<file path="src/rtl/rv32_alu_dec_pkg.sv">
// Shared RV32I types: ALU opcodes (also consumed by the ALU), register index,
// major opcodes and the registered decode bundle.
package rv32_pkg;

  typedef enum logic [3:0] {
    ALU_ADD  = 4'd0,
    ALU_SUB  = 4'd1,
    ALU_SLL  = 4'd2,
    ALU_SLT  = 4'd3,
    ALU_SLTU = 4'd4,
    ALU_XOR  = 4'd5,
    ALU_SRL  = 4'd6,
    ALU_SRA  = 4'd7,
    ALU_OR   = 4'd8,
    ALU_AND  = 4'd9,
    ALU_EQ   = 4'd10,
    ALU_NEQ  = 4'd11,
    ALU_SBT  = 4'd12,
    ALU_SBTU = 4'd13
  } rv32_alu_op_t;

  typedef logic [4:0] rv32_register_t;

  localparam logic [6:0] RV32_OP     = 7'b0110011;
  localparam logic [6:0] RV32_OP_IMM = 7'b0010011;
  localparam logic [6:0] RV32_BRANCH = 7'b1100011;
  localparam logic [6:0] RV32_LUI    = 7'b0110111;
  localparam logic [6:0] RV32_AUIPC  = 7'b0010111;

  localparam logic [6:0] F7_BASE = 7'b0000000;
  localparam logic [6:0] F7_ALT  = 7'b0100000;

  typedef struct packed {
    rv32_alu_op_t   alu_opcode;
    logic [31:0]    op_a;
    logic [31:0]    op_b;
    rv32_register_t rd;
    logic           we;
    logic           is_branch;
    logic [31:0]    br_target;
    logic           illegal;
  } rv32_alu_bundle_t;

  // funct3 -> ALU op for OP/OP-IMM when funct7 selects the base encoding
  function automatic rv32_alu_op_t f3_alu_op(input logic [2:0] f3);
    case (f3)
      3'b000:  return ALU_ADD;
      3'b001:  return ALU_SLL;
      3'b010:  return ALU_SLT;
      3'b011:  return ALU_SLTU;
      3'b100:  return ALU_XOR;
      3'b101:  return ALU_SRL;
      3'b110:  return ALU_OR;
      default: return ALU_AND;
    endcase
  endfunction

endpackage

</file>
<file path="src/rtl/rv32_alu_dec_if.sv">
// Upstream/downstream handshake and payload of the decode/issue stage.
interface rv32_alu_dec_if
  import rv32_pkg::*;
#(parameter int XLEN = 32);
  logic            in_valid;
  logic            in_ready;
  logic [31:0]     instr;
  logic [XLEN-1:0] pc;
  logic [XLEN-1:0] rs1_data;
  logic [XLEN-1:0] rs2_data;
  logic            out_valid;
  logic            out_ready;
  rv32_alu_op_t    alu_opcode;
  logic [XLEN-1:0] op_a;
  logic [XLEN-1:0] op_b;
  rv32_register_t  rd;
  logic            we;
  logic            is_branch;
  logic [XLEN-1:0] br_target;
  logic            illegal;

  modport master (
    output in_valid, instr, pc, rs1_data, rs2_data, out_ready,
    input  in_ready, out_valid, alu_opcode, op_a, op_b, rd, we,
           is_branch, br_target, illegal
  );

  modport slave (
    input  in_valid, instr, pc, rs1_data, rs2_data, out_ready,
    output in_ready, out_valid, alu_opcode, op_a, op_b, rd, we,
           is_branch, br_target, illegal
  );
endinterface

</file>
<file path="src/rtl/rv32_imm_gen.sv">
// Sign-extended I/B/U immediates; only instruction bits above the opcode matter.
module rv32_imm_gen (
  input  logic [31:7] instr_i,
  output logic [31:0] imm_i_o,
  output logic [31:0] imm_b_o,
  output logic [31:0] imm_u_o
);
  assign imm_i_o = {{20{instr_i[31]}}, instr_i[31:20]};
  assign imm_b_o = {{20{instr_i[31]}}, instr_i[7], instr_i[30:25], instr_i[11:8], 1'b0};
  assign imm_u_o = {instr_i[31:12], 12'b0};
endmodule

</file>
<file path="src/rtl/rv32_alu_dec.sv">
// Registered RV32I decode/issue stage in front of the ALU: one cycle latency,
// full throughput, flush and illegal-instruction detection.
module rv32_alu_dec
  import rv32_pkg::*;
#(parameter int XLEN = 32) (
  input  logic              clk,
  input  logic              rst,
  input  logic              flush,
  rv32_alu_dec_if.slave     bus
);
  logic [XLEN-1:0]  imm_i, imm_b, imm_u;
  logic [6:0]       opcode, f7;
  logic [2:0]       f3;
  logic             ill;
  logic             cap;
  logic             valid_d, valid_q;
  rv32_alu_bundle_t dec_d, bundle_q;

  rv32_imm_gen u_imm (
    .instr_i (bus.instr[31:7]),
    .imm_i_o (imm_i),
    .imm_b_o (imm_b),
    .imm_u_o (imm_u)
  );

  assign opcode = bus.instr[6:0];
  assign f3     = bus.instr[14:12];
  assign f7     = bus.instr[31:25];

  always_comb begin
    dec_d           = '0;
    ill             = 1'b1;
    dec_d.rd        = bus.instr[11:7];
    dec_d.br_target = bus.pc + imm_b;
    case (opcode)
      RV32_OP: begin
        dec_d.op_a = bus.rs1_data;
        dec_d.op_b = bus.rs2_data;
        if (f7 == F7_BASE) begin
          dec_d.alu_opcode = f3_alu_op(f3);
          ill = 1'b0;
        end else if (f7 == F7_ALT && f3 == 3'b000) begin
          dec_d.alu_opcode = ALU_SUB;
          ill = 1'b0;
        end else if (f7 == F7_ALT && f3 == 3'b101) begin
          dec_d.alu_opcode = ALU_SRA;
          ill = 1'b0;
        end
      end
      RV32_OP_IMM: begin
        dec_d.op_a = bus.rs1_data;
        if (f3 == 3'b001 || f3 == 3'b101) begin
          // shifts carry shamt in the immediate; funct7 picks SRL/SRA
          dec_d.op_b = {27'b0, bus.instr[24:20]};
          if (f7 == F7_BASE) begin
            dec_d.alu_opcode = f3_alu_op(f3);
            ill = 1'b0;
          end else if (f7 == F7_ALT && f3 == 3'b101) begin
            dec_d.alu_opcode = ALU_SRA;
            ill = 1'b0;
          end
        end else begin
          dec_d.op_b       = imm_i;
          dec_d.alu_opcode = f3_alu_op(f3);
          ill = 1'b0;
        end
      end
      RV32_BRANCH: begin
        dec_d.op_a      = bus.rs1_data;
        dec_d.op_b      = bus.rs2_data;
        dec_d.is_branch = 1'b1;
        ill = 1'b0;
        case (f3)
          3'b000:  dec_d.alu_opcode = ALU_EQ;
          3'b001:  dec_d.alu_opcode = ALU_NEQ;
          3'b100:  dec_d.alu_opcode = ALU_SLT;
          3'b101:  dec_d.alu_opcode = ALU_SBT;
          3'b110:  dec_d.alu_opcode = ALU_SLTU;
          3'b111:  dec_d.alu_opcode = ALU_SBTU;
          default: ill = 1'b1;
        endcase
      end
      RV32_LUI: begin
        dec_d.op_b = imm_u;
        ill = 1'b0;
      end
      RV32_AUIPC: begin
        dec_d.op_a = bus.pc;
        dec_d.op_b = imm_u;
        ill = 1'b0;
      end
      default: ill = 1'b1;
    endcase
    if (ill) begin
      dec_d.alu_opcode = ALU_ADD;
      dec_d.op_a       = '0;
      dec_d.op_b       = '0;
      dec_d.is_branch  = 1'b0;
    end
    dec_d.illegal = ill;
    dec_d.we      = !ill && !dec_d.is_branch && (dec_d.rd != '0);
  end

  assign bus.in_ready = !valid_q || bus.out_ready;
  assign cap          = bus.in_valid && bus.in_ready && !flush;

  // flush wins over both a capture and a pending hold
  always_comb begin
    valid_d = valid_q;
    if (flush)              valid_d = 1'b0;
    else if (cap)           valid_d = 1'b1;
    else if (bus.out_ready) valid_d = 1'b0;
  end

  always_ff @(posedge clk or posedge rst) begin
    if (rst) begin
      valid_q  <= 1'b0;
      bundle_q <= '0;
    end else begin
      valid_q <= valid_d;
      if (cap) bundle_q <= dec_d;
    end
  end

  assign bus.out_valid  = valid_q;
  assign bus.alu_opcode = bundle_q.alu_opcode;
  assign bus.op_a       = bundle_q.op_a;
  assign bus.op_b       = bundle_q.op_b;
  assign bus.rd         = bundle_q.rd;
  assign bus.we         = bundle_q.we;
  assign bus.is_branch  = bundle_q.is_branch;
  assign bus.br_target  = bundle_q.br_target;
  assign bus.illegal    = bundle_q.illegal;
endmodule

</file>
<file path="src/flat_wrapper.sv">
// flat-port wrapper written by rule: the top's interface ports become plain ports
module rv32_alu_dec_flat import rv32_pkg::*;
#(parameter int XLEN = 32)
  (clk, rst, flush, bus_in_valid, bus_instr, bus_pc, bus_rs1_data, bus_rs2_data, bus_out_ready, bus_in_ready, bus_out_valid, bus_alu_opcode, bus_op_a, bus_op_b, bus_rd, bus_we, bus_is_branch, bus_br_target, bus_illegal);
  rv32_alu_dec_if #(.XLEN(XLEN)) bus_i ();
  input  logic clk;
  input  logic rst;
  input  logic flush;
  input wire logic [$bits(bus_i.in_valid)-1:0] bus_in_valid;
  input wire logic [$bits(bus_i.instr)-1:0] bus_instr;
  input wire logic [$bits(bus_i.pc)-1:0] bus_pc;
  input wire logic [$bits(bus_i.rs1_data)-1:0] bus_rs1_data;
  input wire logic [$bits(bus_i.rs2_data)-1:0] bus_rs2_data;
  input wire logic [$bits(bus_i.out_ready)-1:0] bus_out_ready;
  output wire logic [$bits(bus_i.in_ready)-1:0] bus_in_ready;
  output wire logic [$bits(bus_i.out_valid)-1:0] bus_out_valid;
  output wire logic [$bits(bus_i.alu_opcode)-1:0] bus_alu_opcode;
  output wire logic [$bits(bus_i.op_a)-1:0] bus_op_a;
  output wire logic [$bits(bus_i.op_b)-1:0] bus_op_b;
  output wire logic [$bits(bus_i.rd)-1:0] bus_rd;
  output wire logic [$bits(bus_i.we)-1:0] bus_we;
  output wire logic [$bits(bus_i.is_branch)-1:0] bus_is_branch;
  output wire logic [$bits(bus_i.br_target)-1:0] bus_br_target;
  output wire logic [$bits(bus_i.illegal)-1:0] bus_illegal;
  assign bus_i.in_valid = bus_in_valid;
  assign bus_i.instr = bus_instr;
  assign bus_i.pc = bus_pc;
  assign bus_i.rs1_data = bus_rs1_data;
  assign bus_i.rs2_data = bus_rs2_data;
  assign bus_i.out_ready = bus_out_ready;
  assign bus_in_ready = bus_i.in_ready;
  assign bus_out_valid = bus_i.out_valid;
  assign bus_alu_opcode = bus_i.alu_opcode;
  assign bus_op_a = bus_i.op_a;
  assign bus_op_b = bus_i.op_b;
  assign bus_rd = bus_i.rd;
  assign bus_we = bus_i.we;
  assign bus_is_branch = bus_i.is_branch;
  assign bus_br_target = bus_i.br_target;
  assign bus_illegal = bus_i.illegal;
  rv32_alu_dec #(.XLEN(XLEN)) u_core (.clk(clk), .rst(rst), .flush(flush), .bus(bus_i));
endmodule
</file>
<file path="config.mk">
export PLATFORM = sky130hd
export DESIGN_NAME = rv32_alu_dec_flat
export DESIGN_NICKNAME = d
export VERILOG_FILES = /design/src/rtl/rv32_alu_dec_pkg.sv /design/src/rtl/rv32_alu_dec_if.sv /design/src/rtl/rv32_imm_gen.sv /design/src/rtl/rv32_alu_dec.sv /design/src/flat_wrapper.sv
export SDC_FILE = /design/constraint.sdc
export NUM_CORES = 1
export LEC_CHECK = 0
export ABC_AREA = 1
export BUFFER_PORTS_ARGS = -buffer_cell sky130_fd_sc_hd__buf_2
export CORE_MARGIN = 5
export CORE_UTILIZATION = 54
export CTS_BUF_LIST = sky130_fd_sc_hd__clkbuf_16
export CTS_CLUSTER_DIAMETER = 100
export DETAILED_ROUTE_END_ITERATION = 16
export PLACE_DENSITY = 0.86
export REMOVE_ABC_BUFFERS = 1
export SYNTH_ARGS = -nofsm -noshare
export SYNTH_HDL_FRONTEND = slang
export SYNTH_HIERARCHICAL = 1
export SYNTH_SLANG_ARGS = --single-unit
</file>
<file path="constraint.sdc">
create_clock -name clk -period 4.3 [get_ports clk]
set_clock_uncertainty 0.1 [all_clocks]
set_input_delay 0.215 -clock clk [delete_from_list [all_inputs] [get_ports clk]]
set_output_delay 0.215 -clock clk [all_outputs]
set_load 0.01 [all_outputs]
</file>
[Word level (Yosys, flattened, before mapping)]
Cells that the tools add are included.
W data, S select, Z words.
Word-level totals
  register bits: 109
  output and inout port bits: 110
  input port bits: 133
  logic and storage cells: 67
Operators by class
  muxes and demuxes: 24
  add/subtract/negate cells: 1
  equal/unequal tests: 13
  reductions and logical operators: 20
Operators by type and width (number)
  $pmux W32 S3: 1
  $mux W68: 1
  $pmux W32 S2: 1
  $add A32 B32 Y32: 1
  $mux W32: 1
  $pmux W4 S7: 1
  $pmux W4 S6: 1
  $eq A7 B6 Y1 const B: 3
  $mux W4: 4
  $eq A7 B5 Y1 const B: 2
  $eq A3 B3 Y1 const B: 4
  $pmux W4 S3: 1
  $mux W1: 11
  $eq A7 B7 Y1 const B: 1
  $logic_not A7 Y1: 1
  $eq A3 B2 Y1 const B: 2
  $logic_and A1 B1 Y1: 6
  $reduce_or A6 Y1: 1
  $reduce_bool A5 Y1: 1
  $logic_not A1 Y1: 4
  $pmux W1 S4: 1
  $reduce_or A2 Y1: 2
  $eq A3 B1 Y1 const B: 1
  $logic_not A3 Y1: 1
  4 further kinds: 5

[Logic depth before layout (Yosys ltp)]
  word-level depth: 10
  mapped depth: 13

[Cells and area by module]
Netlist, hierarchy kept.
By module, submodules not included
  rv32_alu_dec: times used 1, cells each 1280, area an instance 7998.9 um^2
  rv32_imm_gen: times used 1, cells each 97, area an instance 724.4 um^2

[Worst setup path before layout]
Ideal clock, no wire load.
  path kind: input-to-reg
  from: in bus_instr[28]
  to: reg u_core.bundle_q, in the netlist u_core/bus.br_target[20]
  cell stages on the path: 11
  slack: 2.642 ns
  arrival time: 1.440 ns
  buffers on the path: 1
  setup time: 0.118 ns
  cell sequence: buf_4 ha_1 nand2_1 nor2_1 nand3_1 nand3_1 nand3_1 nand2_1 nand2_1 nand3_1 nand2_1
On the way
  cells in the longest elaborated chain, start to end: 1
Ends and longest elaborated chain
  from (decl): RTL line flat_wrapper.sv:10  | input wire logic [$bits(bus_i.instr)-1:0] bus_instr;
  $add A32 B32 Y32: RTL line rv32_alu_dec.sv:34  | dec_d.br_target = bus.pc + imm_b;
  to (signal assigned): RTL line rv32_alu_dec.sv:118  | bundle_q <= '0;
  to (signal assigned): RTL line rv32_alu_dec.sv:121  | if (cap) bundle_q <= dec_d;
  to (decl): RTL line rv32_alu_dec.sv:17  | rv32_alu_bundle_t dec_d, bundle_q;
Every way passes these cells.
A chain may end at the register's enable or synchronous reset.

[Worst setup path in the final report]
  from: in bus_instr[6]
  to: reg u_core.bundle_q, in the netlist u_core/bus.op_b[7]
On the way
  cells in the longest elaborated chain, start to end: 4
  elaborated cells between the ends (all ways): 10
  those cells by class: eq/ne: 5; mux: 3; reduce/logical: 2
Ends and longest elaborated chain
  $eq A7 B6 Y1, or another cell as far along: RTL line rv32_alu_dec.sv:35  | case (opcode)
  $reduce_or A2 Y1 (no line)
  $pmux W1 S4 or $pmux W32 S3 (tied branches): RTL line rv32_alu_dec.sv:35
  $mux W68 (*): RTL line rv32_alu_dec.sv:94  | if (ill) begin
Mark *: on every way between the ends. The rest lies on a longest branch, timed or not.

==> reports/results.tsv <==
stage	metric	value	unit
outcome	outcome	complete, but fails checks	
outcome	failing checks	hold timing	
critical_path	Arrival @ worst endpoint	2720	ps
place	Post-DP HPWL	18.4	mm
logic_synthesis	synthesis-stage register bit count	109	
critical_path	Crit. Startpoint	bus_instr[6]	
clocking	Clock Pin Slew Worst Setup and Hold Paths	80	ps
global_route	first-pass GRT wire length	39.8	mm
global_route	GRT Resource Usage Total	0.264	
worst_hold_path	Hold Crit Class	primary input to async pin	
layout	non-filler cells, final	1728	
layout	filler instances	1525	
clocking	# Post-CTS Setup Buffers	0	
logic_synthesis	Synth Area per Inst	6.34	µm²
layout	register area	2730	µm²
global_route	layer with the highest usage	met2	
drt	final WL	25.0	mm
logic_synthesis	Yosys cell types	30	
place	DP Worst Slack	1470	ps
drt	drt wl/cell	14.4	µm
die	DIE AREA	18800	µm²
clocking	clk_lat worst skew	350	ps
sta	Setup violations, final	0	
logic_synthesis	Yosys warning total	6	
global_route	met1 usage	0.350	
sta	Hold Vio Cnt, Final	2	
logic_synthesis	sequential fraction of the synthesis area	0.313	
global_route	met3 capacity usage during global routing	0.0357	
sta	RSZ-0062 raised after global routing	false	
power	maximum VDD drop	190	µV
critical_path	RR Endpoint	u_core/bus.op_b[14]	
drt	post-detailed-route via-to-cell ratio	5.10	
critical_path	Setup CP Type	primary input to flop	
global_route	largest net degree at the start of global routing	122	
place	DP Cell Count	1707	
power	leak pwr	5.96	nW
place	Cell Area, Placed	9350	µm²
die	Initial Util	0.549	
sta	Max Fclk	395	MHz
layout	P&R area growth vs syn	10.7	%
critical_path	CP max FO	35	
critical_path	Worst Reg-to-Reg Cells	8	
logic_synthesis	Synth area leader	dfrtp_1	
critical_path	Setup crit start kind	primary input	
drt	Initial DRC Count	771	
power	Pwr per Cell Area	276	nW/µm²
sta	Tcrit/Tclk final	0.589	
die	# IOs	243	
global_route	grt total ovfl	0	
sta	post-route minimum period	2530	ps
drt	Routed Antenna Nets	0	
clocking	clk buf depth	2	
clocking	post-cts sizing count	0	
clocking	number of CTS-inserted buffers	9	
layout	area occupied by multi-input gates	4570	µm²
die	Die Span X	137	µm
sta	setup ws final	1770	ps
critical_path	reg2reg start	u_core/bus.out_valid	
place	GP Congestion	0.920	
layout	proportion of layout cells with a drive suffix above 1	0.187	
clocking	CTS root buffer	clkbuf_16	
clocking	Clock Sinks	109	
die	Rows	46	
sta	fin. max-slew vios	0	
run	max_cap viols	0	
logic_synthesis	top-area cell type share of the netlist area	0.313	
clocking	TritonCTS clock tree	yes	
drt	residual DRC count	0	
layout	Design Area, Final	9660	µm²
sta	WHS	-6.92	ps
layout	nets@finish	1669	
critical_path	required time worst endpoint	4490	ps
logic_synthesis	synthesized instance count	1377	
logic_synthesis	Synth Cell Area	8720	µm²
critical_path	critical path endpoint category	flop	
drt	Vias	8808	
place	# port buffers	242	
critical_path	R2R setup slack	1880	ps
clocking	H-Tree Depth	3	
sta	Rel. slew slack	0.209	
logic_synthesis	top cells by area, synth	dfrtp_1, nand2_1, buf_4, nand3_1, inv_1	
layout	fin util	0.608	
global_route	initial antenna violation count	3	
sta	Worst Max-Slew Pin Slew	1190	ps
global_route	vias in the first global route	8166	
die	Core Box Area	15900	µm²
drt	drt pass-1 iters	5	
die	die height	137	µm
global_route	M2 GR Usage	0.437	
==> final cells by class <==
cell class | instances | share of cell area
well taps | 216 | 0.0280
diodes | 3 | 0.000777
repair buffers | 251 | 0.133
inverters | 137 | 0.0538
multi-input cells | 996 | 0.473
clock inverters | 7 | 0.00596
clock buffers | 9 | 0.0233
flip-flops and latches | 109 | 0.282
==> report_power, final <==
group          switching (mW)  leakage [nW]  internal [mW]
combinational           0.454          4.37          0.254
sequential             0.0395          1.45           1.10
clock                   0.419         0.136          0.402
==> critical path, stage by stage <==
cell and delay, ps:
buf_2 120, nor2_4 630, nand4_1 410, nand2_1 920, nand2_1 130, nand3_1 120
nand2_1 60, nand2_1 100
==> synth_stat cells <==
library cell    n
nand3_1       141
buf_4         100
ha_1           31
buf_2          16
nand3_2         1
o21ai_0        22
nor3_2          1
a21oi_1        24
a21o_1          2
conb_1          1
a21boi_0        1
nand3b_1        5
nor2_4          5
fa_1            1
nand2_1       617
a31oi_1         2
o211ai_1        6
or2_2           5
inv_2           1
inv_1         136
xnor2_1        14
o21bai_1        2
o21ai_1         2
dfrtp_1       109
buf_6           3
clkbuf_1       28
nand4_1        35
nor3_1          5
nand2_2         1
nor2_1         60
==> routing by layer <==
metal	share of wire	vias up	routed length (µm)
li1	-	4448	-
met1	0.42	3910	10600
met2	0.46	397	11600
met3	0.082	53	2050
met4	0.029	0	716
met5	0	-	0
==> registers in the layout (all words and copies together) (netlist names) <==
register               flops
u_core/bus.br_target      32
u_core/bus.op_a           32
u_core/bus.op_b           32
u_core/bus.rd              5
u_core/bus.alu_opcode      4
u_core/bus.illegal         1
u_core/bus.is_branch       1
u_core/bus.out_valid       1
u_core/bus.we              1
==> through the flow <==
| stage | TNS, ps | power (mW) |
|---|---|---|
| final | 0 | 2.67 |
| after CTS | 0 | 2.69 |
| after global routing | 0 | 2.82 |
| after global placement | 0 | 1.85 |
| after floorplan | -53620 | 1.57 |
| after detailed placement | 0 | 1.86 |
==> cell families after synthesis <==
kind of cell / count (synthesis) / share of synthesized area
simple gates: 876 / 0.418
other cells: 1 / 0.000430
fa+ha+maj: 32 / 0.0468
compound gates: 61 / 0.0384
buf+inv: 284 / 0.170
flops: 109 / 0.313
xor+xnor: 14 / 0.0141
==> worst max-delay path by stage <==
stage                                    end  slack [ps]  cells after the start
finish                    u_core/bus.op_b[7]        1770                      8
detailed placement       u_core/bus.op_a[25]        1470                      8
CTS                      u_core/bus.op_b[14]        1840                      8
global placement         u_core/bus.op_a[25]        1570                      8
floorplan           u_core/bus.br_target[12]        -670                      7
global route             u_core/bus.op_a[21]        1520                      9
==> repair_timing <==
action	in CTS	in global routing
endpoints found under the hold margin	2	0
setup endpoints to repair	0	0
hold buffers	2	0
==> cells in the final DEF, fill, tap and decap left out, drive strengths merged <==
cell         synthesis  routed
nand3b               5       5
a31oi                2       2
o211ai               6       6
a21o                 2       2
fa                   1       1
nor2                65      65
clkbuf              28       9
a21boi               1       1
o21bai               2       2
nand2              618     618
clkinvlp             0       1
or2                  5       5
dlygate4sd3          0       2
ha                  31      31
conb                 1      13
dfrtp              109     109
xnor2               14      14
clkinv               0       3
nand4               35      35
inv                137     140
a21oi               24      24
nand3              142     142
diode                0       3
nor3                 6       6
o21ai               24      24
buf                119     249
(Power assumes the default switching activity.)
